[config.mk]
export PLATFORM = sky130hd
export DESIGN_NAME = slew_ramp_ctrl
export DESIGN_NICKNAME = d
export VERILOG_FILES = /design/src/rtl/slew_ramp_ctrl.sv
export SDC_FILE = /design/constraint.sdc
export NUM_CORES = 1
export LEC_CHECK = 0
export CORE_MARGIN = 3
export CORE_UTILIZATION = 58
export CTS_CLUSTER_DIAMETER = 30
export DETAILED_ROUTE_END_ITERATION = 8
export GPL_TIMING_DRIVEN = 0
export PLACE_DENSITY = 0.81
export SLEW_MARGIN = 40
export SYNTH_ARGS = -nofsm -noshare
export SYNTH_HDL_FRONTEND = slang
export SYNTH_SLANG_ARGS = --single-unit
export TNS_END_PERCENT = 50
[constraint.sdc]
create_clock -name clk -period 4.9 [get_ports clk]
set_input_delay 0.49 -clock clk [delete_from_list [all_inputs] [get_ports clk]]
set_output_delay 0.49 -clock clk [all_outputs]
set_load 0.01 [all_outputs]
[src/rtl/slew_ramp_ctrl.sv]
// -----------------------------------------------------------------------------
// slew_ramp_ctrl
//
// Slew-rate limited DAC code ramp controller. A start request latches a target
// code, separate maximum rise/fall step sizes, a step period and a settle time.
// The registered DAC code then moves toward the target by at most one step
// every 'period' cycles. It never overshoots the target and never wraps. Once
// the target is reached, the block waits 'settle' cycles and then pulses done.
//
// Ports
//   clk        in   1      single clock, rising edge
//   rst_n      in   1      asynchronous active-low reset
//   start      in   1      one-cycle request; latches target/steps/period/settle
//   abort      in   1      stop immediately; wins over start
//   target     in   WIDTH  code to ramp toward
//   step_up    in   WIDTH  maximum rise per step (0 is treated as 1)
//   step_dn    in   WIDTH  maximum fall per step (0 is treated as 1)
//   period     in   TW     cycles per step (0 is treated as 1)
//   settle     in   TW     settle cycles after the target is reached
//   dac_code   out  WIDTH  registered DAC code
//   busy       out  1      high while ramping or settling
//   done       out  1      one-cycle pulse when a ramp completes
//   dir        out  1      1 = rising, 0 = falling or equal; valid while busy
//
// Optional feature (macro SLEW_RAMP_CTRL_CROSS_EN)
//   cross_thr  in   WIDTH  threshold watched during steps
//   cross_evt  out  1      one-cycle pulse when a step crosses cross_thr
//   cross_dir  out  1      1 = crossed upward, 0 = crossed downward
// -----------------------------------------------------------------------------
module slew_ramp_ctrl #(
  parameter int WIDTH = 12,
  parameter int TW    = 8
) (
  input  logic             clk,
  input  logic             rst_n,
  input  logic             start,
  input  logic             abort,
  input  logic [WIDTH-1:0] target,
  input  logic [WIDTH-1:0] step_up,
  input  logic [WIDTH-1:0] step_dn,
  input  logic [TW-1:0]    period,
  input  logic [TW-1:0]    settle,
`ifdef SLEW_RAMP_CTRL_CROSS_EN
  input  logic [WIDTH-1:0] cross_thr,
  output logic             cross_evt,
  output logic             cross_dir,
`endif
  output logic [WIDTH-1:0] dac_code,
  output logic             busy,
  output logic             done,
  output logic             dir
);

  localparam logic [WIDTH-1:0] ONE_W = WIDTH'(1);
  localparam logic [TW-1:0]    ONE_T = TW'(1);
  localparam logic [TW:0]      ONE_T1 = (TW+1)'(1);

  typedef enum logic [1:0] {
    IDLE   = 2'd0,
    RAMP   = 2'd1,
    SETTLE = 2'd2
  } state_t;

  state_t state;
  state_t next_state;

  // Latched request parameters
  logic [WIDTH-1:0] tgt_q;
  logic [WIDTH-1:0] up_q;
  logic [WIDTH-1:0] dn_q;
  logic [TW-1:0]    per_q;
  logic [TW-1:0]    set_q;

  // Timers
  logic [TW-1:0]    step_tmr;
  logic [TW-1:0]    settle_tmr;

  // Step datapath
  logic [WIDTH:0]        sum_up;
  logic signed [WIDTH:0] diff_dn;
  logic [WIDTH-1:0]      step_next;
  logic [TW-1:0]         per_last;
  logic                  step_fire;
  logic                  reached;
  logic                  settle_end;

  // Step arithmetic is done one bit wider than the code, so a large rise
  // cannot wrap past full scale and a large fall shows up as a negative
  // value instead of an underflow. Each result is then clamped to the target.
  always_comb begin
    sum_up    = {1'b0, dac_code} + {1'b0, up_q};
    diff_dn   = $signed({1'b0, dac_code}) - $signed({1'b0, dn_q});
    step_next = dac_code;
    if (dir) begin
      if (sum_up > {1'b0, tgt_q}) begin
        step_next = tgt_q;
      end else begin
        step_next = sum_up[WIDTH-1:0];
      end
    end else begin
      if (diff_dn < $signed({1'b0, tgt_q})) begin
        step_next = tgt_q;
      end else begin
        step_next = diff_dn[WIDTH-1:0];
      end
    end
  end

  // The step timer runs 0..period-1 and a step fires on the last count.
  // Because the timer is cleared on entry to RAMP, the first step lands
  // exactly 'period' cycles after entry. per_q is never 0 inside RAMP,
  // because start replaces 0 with 1 when it latches the period.
  // settle_end uses TW+1 bits so settle_tmr+1 cannot wrap. It is true
  // immediately for settle values of 0 and 1.
  always_comb begin
    per_last   = per_q - ONE_T;
    step_fire  = (state == RAMP) && (step_tmr == per_last);
    reached    = (step_next == tgt_q);
    settle_end = ({1'b0, settle_tmr} + ONE_T1) >= {1'b0, set_q};
  end

  // State register
  always_ff @(posedge clk or negedge rst_n) begin
    if (!rst_n) begin
      state <= IDLE;
    end else begin
      state <= next_state;
    end
  end

  // Next-state logic. Abort wins over start. Start applies in every state;
  // in SETTLE it acts as a retarget. A start whose target equals the current
  // code goes straight to SETTLE.
  always_comb begin
    next_state = state;
    if (abort) begin
      next_state = IDLE;
    end else if (start) begin
      next_state = (target == dac_code) ? SETTLE : RAMP;
    end else begin
      case (state)
        RAMP: begin
          if (step_fire && reached) begin
            next_state = SETTLE;
          end
        end
        SETTLE: begin
          if (settle_end) begin
            next_state = IDLE;
          end
        end
        default: next_state = IDLE;
      endcase
    end
  end

  // Output logic
  always_comb begin
    busy = (state != IDLE);
  end

  // Datapath registers: latched request, code, timers and the done pulse.
  // An abort holds the code where it is. The code only changes on a step
  // inside RAMP, so IDLE and SETTLE never move it.
  always_ff @(posedge clk or negedge rst_n) begin
    if (!rst_n) begin
      tgt_q      <= '0;
      up_q       <= '0;
      dn_q       <= '0;
      per_q      <= '0;
      set_q      <= '0;
      step_tmr   <= '0;
      settle_tmr <= '0;
      dac_code   <= '0;
      done       <= 1'b0;
      dir        <= 1'b0;
    end else begin
      done <= 1'b0;
      if (abort) begin
        step_tmr   <= '0;
        settle_tmr <= '0;
      end else if (start) begin
        tgt_q      <= target;
        up_q       <= (step_up == '0) ? ONE_W : step_up;
        dn_q       <= (step_dn == '0) ? ONE_W : step_dn;
        per_q      <= (period == '0) ? ONE_T : period;
        set_q      <= settle;
        dir        <= (target > dac_code);
        step_tmr   <= '0;
        settle_tmr <= '0;
      end else begin
        case (state)
          RAMP: begin
            if (step_fire) begin
              dac_code   <= step_next;
              step_tmr   <= '0;
              settle_tmr <= '0;
            end else begin
              step_tmr <= step_tmr + ONE_T;
            end
          end
          SETTLE: begin
            if (settle_end) begin
              done <= 1'b1;
            end else begin
              settle_tmr <= settle_tmr + ONE_T;
            end
          end
          default: begin
            step_tmr   <= '0;
            settle_tmr <= '0;
          end
        endcase
      end
    end
  end

`ifdef SLEW_RAMP_CTRL_CROSS_EN
  // Threshold crossing detector. It checks only the code transition a step
  // actually makes. Upward: old < thr <= new. Downward: old >= thr > new.
  always_ff @(posedge clk or negedge rst_n) begin
    if (!rst_n) begin
      cross_evt <= 1'b0;
      cross_dir <= 1'b0;
    end else begin
      cross_evt <= 1'b0;
      if (!abort && !start && step_fire) begin
        if ((dac_code < cross_thr) && (cross_thr <= step_next)) begin
          cross_evt <= 1'b1;
          cross_dir <= 1'b1;
        end else if ((dac_code >= cross_thr) && (cross_thr > step_next)) begin
          cross_evt <= 1'b1;
          cross_dir <= 1'b0;
        end
      end
    end
  end
`endif

endmodule

# After elaboration in Yosys (flattened, before gate mapping)
# Index checks and enable logic that the tools add are counted.
op_classes:
  n_addsub: 6
  magnitude_cmp: 4
  eq_ne: 10
  mux: 25
  n_bitwise: 2
  n_reduce_logical: 10
op_table:
  columns: ["op", "count"]
  rows:
  - ["$mux 8", 8]
  - ["$mux 12", 5]
  - ["$pmux 8 s2", 2]
  - ["$eq 12x12->1", 2]
  - ["$logic_not 12->1", 2]
  - ["$add 8x1->8 const B", 2]
  - ["$add 12x12->13", 1]
  - ["$gt 13x12->1", 1]
  - ["$lt 13x13->1", 1]
  - ["$sub 12x12->13", 1]
  - ["$gt 12x12->1", 1]
  - ["$ne 4x4->1 const B", 3]
  - ["$mux 2", 5]
  - ["$add 8x1->9 const B", 1]
  - ["$ge 9x8->1", 1]
  - ["$eq 8x8->1", 1]
  - ["$logic_not 8->1", 1]
  - ["$sub 8x1->8 const B", 1]
  - ["$reduce_and 2->1", 3]
  - ["$mux 1", 4]
  - ["$ne 4x3->1 const B", 1]
  - ["$pmux 2 s2", 1]
  - ["$reduce_and 4->1", 1]
  - ["$ne 3x3->1 const B", 1]
  - ["other kinds (5)", 7]
totals:
  regBits: 84
  elab_cells: 68

# Longest topological paths before layout
depth:
  depth_word: 10
  ltp_mapped: 18

# Least setup slack after synthesis
# No wires, ideal clock.
synth_path:
  kind: "register to register"
  startpoint: "reg dac_code[0]"
  endpoint: "reg state[0]"
  arrival_ns: 3.865
  t_required_ns: 4.769
  slack_ns: 0.904
  stages_incl_launch_ff: 18
  synth_period_minus_slack_ns: 3.996
  path_cell_list: "dfrtp_1 inv_1 ha_1 inv_1 fa_1 a211oi_2 o211ai_1 a221oi_2 xnor2_2 ha_1 a21o_1 a221oi_1 o21ai_0 and2_4 buf_12 a311oi_2 a41oi_1 or3_1"
synth_between:
  elab_chain_cells: 8
  word_cells_on_any_way: 15
synth_rtl:
  columns: ["element", "line", "text"]
  rows:
  - ["start: declaration", "48", "output logic [WIDTH-1:0] dac_code,"]
  - ["start signal: assignment", "195", "dac_code <= step_next;"]
  - ["$sub 12x12->13 / $add 12x12->13 (equally long branches)", "92, 91", null]
  - ["$lt 13x13->1 / $gt 13x12->1 (equally long branches)", "101, 95", null]
  - ["$mux 12, on equally long branches", "101, 95", null]
  - ["$mux 12", "94", "if (dir) begin"]
  - ["$eq 12x12->1", "118", "reached = (step_next == tgt_q);"]
  - ["$logic_and 1x1->1", "143", "if (step_fire && reached) begin"]
  - ["$ne 4x3->1 (no line)", null, null]
  - ["$reduce_and 2->1 (no line)", null, null]
  - ["end signal: assignment", "127", "state <= next_state;"]
  - ["end: declaration", "64", "state_t state;"]
# Several ways; a longest one is shown, not always the timed one.
# A chain may end at the register's enable or synchronous reset.

# Worst setup path in the final report
layout_path:
  startpoint: "reg dac_code[1]"
  endpoint: "reg dac_code[5]"
layout_between:
  elab_chain_cells: 4
  word_cells_on_any_way: 7
layout_rtl:
  columns: ["element", "line"]
  rows:
  - ["$sub 12x12->13 / $add 12x12->13 (equally long branches)", "92, 91"]
  - ["$lt 13x13->1 / $gt 13x12->1 (equally long branches)", "101, 95"]
  - ["$mux 12, on equally long branches", "101, 95"]
  - ["$mux 12 (*)", "94"]
# Mark *: on every way between the ends. The rest lies on a longest branch, timed or not.

==> impl_metrics.csv <==
group,metric,value,unit
global_route,grt.overflow.total,0,
power,p_int,0.00174,W
floorplan,fp.dieW,113,um
cts,cts_buffers,9,
global_route,antenna_found_initial,0,
global_route,top_usage_layer,"met2",
finish,n_antenna_cell,0,
power,seqPwrFrac,0.300,
floorplan,start_util,0.605,
timing,drv_slew,0,
finish,syn2layout_area_growth,17.9,%
global_route,gr-usage-met2,0.477,
cts,post_cts_buffers,0,
route,viasPerCell,6.32,
critical_path,crit_path_end_kind,"flop",
floorplan,placementRows,38,
global_route,use_met1,0.394,
critical_path,ff2ff_path_depth,16,
critical_path,worstPathRequired,5.17,ns
power,combinationalPowerShare,0.453,
route,drc,0,
timing,finalClockSkew,0.0113,ns
critical_path,path_cells,"inv_1 > fa_1 > nand2b_1 > a21oi_1 > o21ai_0 > nand2_1 > xor2_1 > ha_1 > a21o_1 > a211oi_1 > a22oi_1 > a211oi_4 > or2_1 > buf_4 > o221ai_1 > o21ai_1",
floorplan,io_pins,71,
cts,cts_buffer_depth,2,
global_route,use_met3,0.0605,
synth,yosysWarnings,0,
finish,layout_common_cells,"dfrtp_1, nand2_1, ha_1",
critical_path,cp-start-kind,"flop",
timing,rsz0062_at_grt,"no",
critical_path,criticalPathCategory,"reg -> reg",
synth,synth_top_flop_cell,"dfrtp_1",
cts,clock-root-buffer,"clkbuf_16",
cts,cts-resized-gates,0,
power,ir_worst_vdd,0.207,mV
cts,cts_sinks,84,
cts,cts-htree-levels,3,
flow_run,cap_violations,0,
synth,synthArstFlopShare,1.00,
place,portBuffers,70,
synth,ys_types,79,
power,power_density,358,nW/um^2
synth,syn_area,6700,um^2
critical_path,path_max_fanout,10,
global_route,grt_max_degree,52,
route,wl,18500,um
power,clkPwrFrac,0.247,
synth,syn-num-nets,869,
timing,fmax,222,MHz
cts,cts_hold_buf,0,
critical_path,r2r_setup_slack,0.40,ns
power,p_sw,0.00109,W
finish,final_nets,951,
floorplan,die_h,113,um
synth,yosysSeqAreaShare,0.314,
synth,synth_top_area_frac,0.314,
timing,slew_headroom,0.514,
finish,drive_gt1_frac,0.0966,
place,gp_congestion,0.927,
finish,multi_input_area,4220,um^2
status,status,"completed",
synth,synth_cells,741,
synth,synth.area.top_cells,"dfrtp_1, ha_1, xnor2_1",
route,detail-route-antenna-nets,0,
global_route,first_global_vias,6082,
cts,clk_pin_slew_worst_paths,0.07,ns
route,drt-pass1-iter-count,5,
synth,syn_avg_cell_area,9.04,um^2
critical_path,arrival,4.77,ns
power,switching_share,0.386,
timing,period_share,0.918,
place,hpwl,14300,um
synth,synth-edff-count,0,
global_route,track_usage,0.297,
global_route,grt_pass1_wl,30300,um
timing,fin_setup_tns,0,ns
timing,finalHoldViolCount,0,
finish,fillers,872,
floorplan,core_area,11100,um^2
hold_path,hold_class,"in -> async",
power,power.total,0.00283,W
synth,synth-seq-cells,84,
finish,regArea,2100,um^2
route,wl_per_cell,19.1,um
critical_path,reg2reg_from,"dac_code[1]$_DFFE_PN0P_",
synth,synth_top_area_cell,"dfrtp_1",
finish,final_common_cell,"dfrtp_1",
timing,tightestPinTransition,0.730,ns
critical_path,reg2reg_to,"dac_code[5]$_DFFE_PN0P_",
critical_path,slowest_stage,"dfrtp_1",
cts,clkLatencyLatePin,0.36,ns
timing,setup_viol,0,
power,p_leak,3.52,nW
route,drtIter0Drc,581,
route,routed-via-count,6113,
floorplan,die_area,12900,um^2
timing,min_period,4.50,ns
cts,cts_tree,"built",
critical_path,critPathMaxStageDelay,0.54,ns
-- worst max-delay path, delay by kind of cell, from the launching register on --
kind	cells	cell delay, ns
compound gates	8	1.93
fa+ha+maj	2	0.79
simple gates	3	0.57
flops	1	0.54
buf+inv	2	0.33
xor+xnor	1	0.25
-- stage by stage --
stage	util	worst slack [ns]	instance area (um^2)	std cells	hold WS, ns
after floorplan	-	0.904	6700	741	0.194
after global placement	0.684	0.324	7570	951	0.500
after detailed placement	0.686	0.525	7600	952	0.478
after CTS	0.713	0.495	7900	968	0.0925
after global routing	0.713	0.120	7900	968	0.118
final	0.713	0.401	7900	968	0.0806
-- synthesized netlist by cell type, types with 4 or more instances --
library cell,instances
o21ai_0,50
or4_1,4
a221oi_1,5
o211ai_1,6
o21ai_1,19
clkbuf_1,18
o21a_1,5
o2111ai_1,6
nand3_1,23
a211oi_1,6
inv_1,61
and3_1,6
dfrtp_1,84
xor2_1,16
nand4_1,6
a21o_1,21
a21oi_1,33
o221ai_1,9
ha_1,70
nor4b_1,4
mux2_2,20
nor2_1,25
nor3_1,15
xnor2_1,31
nand2b_1,13
nor2b_1,6
nand2_1,70
nor4_1,9
a31oi_1,9
a22o_1,7
buf_2,7
-- logic make-up after synthesis --
logic type / synth area share
buffers and inverters: 0.0573
XOR/XNOR: 0.0781
adder cells (fa/ha/maj): 0.137
AO/OA/AOI/OAI: 0.217
AND/OR/NAND/NOR: 0.164
multiplexers: 0.0336
flip-flops: 0.314
-- metal layers --
layer | wire [um] | up-vias
met5 | 0 | -
met4 | 494 | 0
met3 | 1500 | 32
met2 | 8460 | 253
met1 | 8020 | 2939
li1 | - | 2889
-- how the worst max path moves through the flow --
stage | endpoint | cells past startpoint | slack (ns) | start
after floorplan | state[0]$_DFFE_PN0P_ | 17 | 0.90 | dac_code[0]$_DFFE_PN0P_
after global placement | up_q[2]$_DFFE_PN0P_ | 1 | 0.32 | rst_n
after detailed placement | state[0]$_DFFE_PN0P_ | 17 | 0.53 | dac_code[0]$_DFFE_PN0P_
after CTS | state[0]$_DFFE_PN0P_ | 17 | 0.50 | dac_code[0]$_DFFE_PN0P_
after global routing | dac_code[11]$_DFFE_PN0P_ | 16 | 0.12 | dac_code[1]$_DFFE_PN0P_
final | dac_code[5]$_DFFE_PN0P_ | 16 | 0.40 | dac_code[1]$_DFFE_PN0P_
-- flip-flops by register name, indices dropped and copies added (netlist names) --
name	count
dac_code	12
dn_q	12
step_tmr	8
done	1
up_q	12
settle_tmr	8
state	2
tgt_q	12
dir	1
per_q	8
set_q	8
-- power groups by stage --
stage          logic, W  registers [W]  clock network (W)
2_1_floorplan  0.000918       0.000831                  0
3_3_place_gp    0.00118       0.000852                  0
3_5_place_dp    0.00125       0.000857                  0
4_1_cts         0.00126       0.000844           0.000706
5_1_grt         0.00141       0.000856           0.000729
6_report        0.00128       0.000848           0.000698
-- final cells by class --
cell class	instances	area share
well taps	140	0.0222
inverters	61	0.0290
repair buffers	71	0.0914
multi-input cells	566	0.534
clock inverters	6	0.00824
plain buffers	30	0.0196
clock buffers	10	0.0290
flip-flops and latches	84	0.266
(Power assumes the default switching activity.)
==> RTL edit 1, RTL diff (same settings) <==
Re-encode `state_t` (3 states) as one-hot, 3 bits wide.
--- a/src/rtl/slew_ramp_ctrl.sv
+++ b/src/rtl/slew_ramp_ctrl.sv
@@ -55,10 +55,10 @@
   localparam logic [TW-1:0]    ONE_T = TW'(1);
   localparam logic [TW:0]      ONE_T1 = (TW+1)'(1);
 
-  typedef enum logic [1:0] {
-    IDLE   = 2'd0,
-    RAMP   = 2'd1,
-    SETTLE = 2'd2
+  typedef enum logic [2:0] {
+    IDLE   = 3'b001,
+    RAMP   = 3'b010,
+    SETTLE = 3'b100
   } state_t;
 
   state_t state;
Behaviour: no difference found for any inputs over 4 cycles, from zero or initial values and one cycle with rst_n low; so few cycles prove little.
==> RTL edit 1 against the original RTL <==
- setup slack lost 0.15 ns
- area after synthesis is 3.5% lower
- die area shrank 3.3%
- routed wire length fell by 3.9%
- power decreased by 28%
- count of clock-buffer cells in the layout up 1
- clock skew increased by 0.0021 ns
- sequential power is 4.5% lower
- design area fell by 3.8%
- final cell count shrank 1.7%
- sequential cell count grew 1
- critical endpoint is now dac_code[6]
==> RTL edit 1: results (changes against the original RTL) <==
CTS root buffer - sky130_fd_sc_hd__clkbuf_8
Fillers - 806 (-7.6%)
Register-to-register path setup slack - 0.25 ns (-0.15 ns)
Power in combinational cells - 0.716 mW (-44%)
Routability cong. - 0.890 (-4.0%)
Delay of the slowest critical-path stage - 0.48 ns (-0.06 ns)
Critical register-to-register path startpoint - dac_code[0]
Worst reg2reg path depth - 18 (+2)
Wire length of the first global-routing pass - 29.4 mm (-3.0%)
Leakage - 3.39 nW (-3.7%)
Tot GR Track Use - 29.0% (-0.71 points)
Avg WL per Cell - 18.7 um (-2.3%)
Area share of xor/xnor cells in the synthesized design - 8.34% (+0.53 points)
Proportion of synthesized area in mux cells - 3.46% (+0.10 points)
Max-Slew Margin vs Limit - 51.5% (+0.14 points)
Worst clock skew on the final layout - 0.0134 ns (+0.00207 ns)
Endpoint of the most critical setup path - dac_code[6]
Complex-gate fraction of the synthesized area - 20.3% (-1.4 points)
Status - finished, final reports clean
Ranking of synthesized cells by instance count - sky130_fd_sc_hd__dfrtp_1 (84), sky130_fd_sc_hd__ha_1 (70), sky130_fd_sc_hd__o21ai_0 (67), sky130_fd_sc_hd__nand2_1 (65), sky130_fd_sc_hd__inv_1 (63)
Arrival time of data at the critical path endpoint - 4.92 ns (+0.15 ns)
Iteration-0 DRC count of the detailed router - 508 (-13%)
Worst vdd ir - 0.208 mV (+0.37%)
Portion of total power attributed to sequential cells - 39.6% (+9.6 points)
Part of the Yosys area used for sequential elements - 32.9% (+1.5 points)
# nets final - 940 (-1.2%)
Switching power of the nets - 0.709 mW (-35%)
RTL edit 1: per-layer routing:
metal | global-route usage (%) | vias up | part of all wire (%)
met5 | 0 | - | 0
met1 | 39.6 | 2871 | 44
met4 | 8.84 | 0 | 1.9
li1 | - | 2770 | -
met2 | 47.5 | 210 | 47
met3 | 4.89 | 26 | 7.2
RTL edit 1: repair_timing:
action / 4_1_cts / 5_1_grt
endpoints found under the setup margin: 0 / 13
resized for setup: 0 / 7
setup buffers: 0 / 0
RTL edit 1: area by class of cell:
cell class | count | area, um2 | area share [%]
clock inverter | 4 | 47.5 | 0.626
timing repair buffer | 71 | 729 | 9.60
multi-input combinational | 549 | 3990 | 52.5
inverter | 63 | 236 | 3.11
sequential | 85 | 2130 | 28.0
tap | 136 | 170 | 2.24
buffer | 33 | 143 | 1.88
clock buffer | 11 | 151 | 1.99
RTL edit 1: critical path, delay by kind of cell, from the launching register on:
| family | cells | cell delay, ns |
|---|---|---|
| AO/OA/AOI/OAI | 7 | 1.85 |
| adder cells (fa/ha/maj) | 3 | 0.91 |
| AND/OR/NAND/NOR | 4 | 0.69 |
| flip-flops | 1 | 0.48 |
| buffers and inverters | 3 | 0.41 |
| XOR/XNOR | 1 | 0.19 |
RTL edit 1: through the flow:
| step | total power [mW] | instances | area [um2] | setup WS (ns) | hold slack, ns |
|---|---|---|---|---|---|
| 2_1_floorplan | 1.30 | 731 | 6470 | 0.805 | 0.194 |
| 3_3_place_gp | 1.48 | 937 | 7340 | 0.207 | 0.498 |
| 3_5_place_dp | 1.52 | 938 | 7370 | 0.123 | 0.413 |
| 4_1_cts | 2.04 | 953 | 7570 | 0.0930 | 0.0211 |
| 5_1_grt | 2.17 | 952 | 7590 | 0.0185 | 0.0393 |
| 6_report | 2.05 | 952 | 7590 | 0.251 | 0.0229 |
==> RTL edit 2, RTL diff (same settings) <==
Made on the original files. The parameter `WIDTH` goes from 12 to 24.
--- a/src/rtl/slew_ramp_ctrl.sv
+++ b/src/rtl/slew_ramp_ctrl.sv
@@ -28,7 +28,7 @@
 //   cross_dir  out  1      1 = crossed upward, 0 = crossed downward
 // -----------------------------------------------------------------------------
 module slew_ramp_ctrl #(
-  parameter int WIDTH = 12,
+  parameter int WIDTH = 24,
   parameter int TW    = 8
 ) (
   input  logic             clk,
Ports: changed (resized dac_code, step_dn, step_up and target); port bits go from 71 to 119. The function was not compared with the original's and may differ.
==> RTL edit 2 against the original RTL <==
- the flow now finishes with violations (DRC, setup timing)
- power increased by 94%
- critical path depth increased by 5
- setup slack got worse by 0.53 ns
- design area increased by 84%
- final cell count increased by 88%
- largest cell class unchanged
- largest power group unchanged
- sequential cell count increased by 48
- via count increased by 94%
- routed wire length increased by 110%
- area after synthesis increased by 69%
==> RTL edit 2: results (changes against the original RTL) <==
Number of non-clock buffers in the layout - 194 (+92%)
H-Tree Depth - 4 (+1)
# nets final - 1776 (+87%)
Maximum fanout along the worst path - 7 (-3)
Number of design rule violations left after detail routing - 2 (+2)
Critical register-to-register path startpoint - dac_code[0]
Part of the Yosys area used for sequential elements - 29.1% (-2.2 points)
Critical path's slowest cell - sky130_fd_sc_hd__dfrtp_2
Number of global-route vias before repair - 11146 (+83%)
Routability cong. - 0.963 (+3.9%)
Post-route setup slack - -0.130 ns (-0.531 ns)
Power share of the combinational group - 50.4% (+5.1 points)
Sequential fraction of total cell area - 22.8% (-3.8 points)
Via Count - 11850 (+94%)
Failing checks - DRC, setup timing
Fillers - 1394 (+60%)
Post_cts resized - 90 (+90)
Syn avg cell area - 8.14 um2 (-9.9%)
HPWL Detailed - 29.4 mm (+110%)
Share of the core filled with cells in the final layout - 76.8% (+5.5 points)
Final setup violation count - 2 (+2)
Power in sequential cells - 1.38 mW (+63%)
Clock tree buffer count of the final layout - 19 (+9)
Routed wire length - 39.4 mm (+110%)
Largest cells by area after synthesis - sky130_fd_sc_hd__dfrtp_1 (29%), sky130_fd_sc_hd__ha_1 (14%), sky130_fd_sc_hd__nand2_1 (7.9%)
GR Util met1 - 49.8% (+10 points)
Total length of routed met3 wires - 4.34 mm (+190%)
Global routing met2 resource utilization - 54.3% (+6.7 points)
Endpoint of the most critical setup path - state[1]
Non-clock inverter count in the final layout - 107 (+75%)
Maximum number of pins on one net before global-route repair - 57 (+9.6%)
Iteration-0 DRC count of the detailed router - 1136 (+96%)
Non-clock buffer area fraction after layout - 11.5% (+0.40 points)
Syn_nets - 1616 (+86%)
Distinct cell type count after synthesis - 81 (+2.5%)
GR Util met3 - 6.76% (+0.71 points)
Arrival time of data at the critical path endpoint - 5.40 ns (+0.63 ns)
Status - finished, violations left
Worst vdd ir - 0.290 mV (+40%)
Count of port buffers added during placement - 118 (+69%)
Storage cell area - 3320 um2 (+58%)
Worst hold path class - register to register
Leakage - 6.37 nW (+81%)
Number of synthesized register bits - 132 (+57%)
RTL edit 2: changes by cell type in the layout (fill, tap and decap cells not counted), sizes merged, moves of 16 or more:
cell	change
nand2	+167
ha	+60
o21ai	+59
clkdlybuf4s50	+48
dfrtp	+48
inv	+48
a21oi	+42
buf	+33
nor2	+30
clkbuf	+20
nor4	+20
a21o	+19
mux2	-16
nand4	+16
RTL edit 2: cell families (layout without fill, tap and decap cells):
kind of cell | after synthesis | in the layout | synth area share [%]
flip-flops | 132 | 132 | 29.1
AO/OA/AOI/OAI | 416 | 416 | 24.2
multiplexers | 6 | 6 | 0.574
XOR/XNOR | 72 | 72 | 6.29
buffers and inverters | 160 | 331 | 5.39
AND/OR/NAND/NOR | 474 | 474 | 19.7
adder cells (fa/ha/maj) | 132 | 132 | 14.7
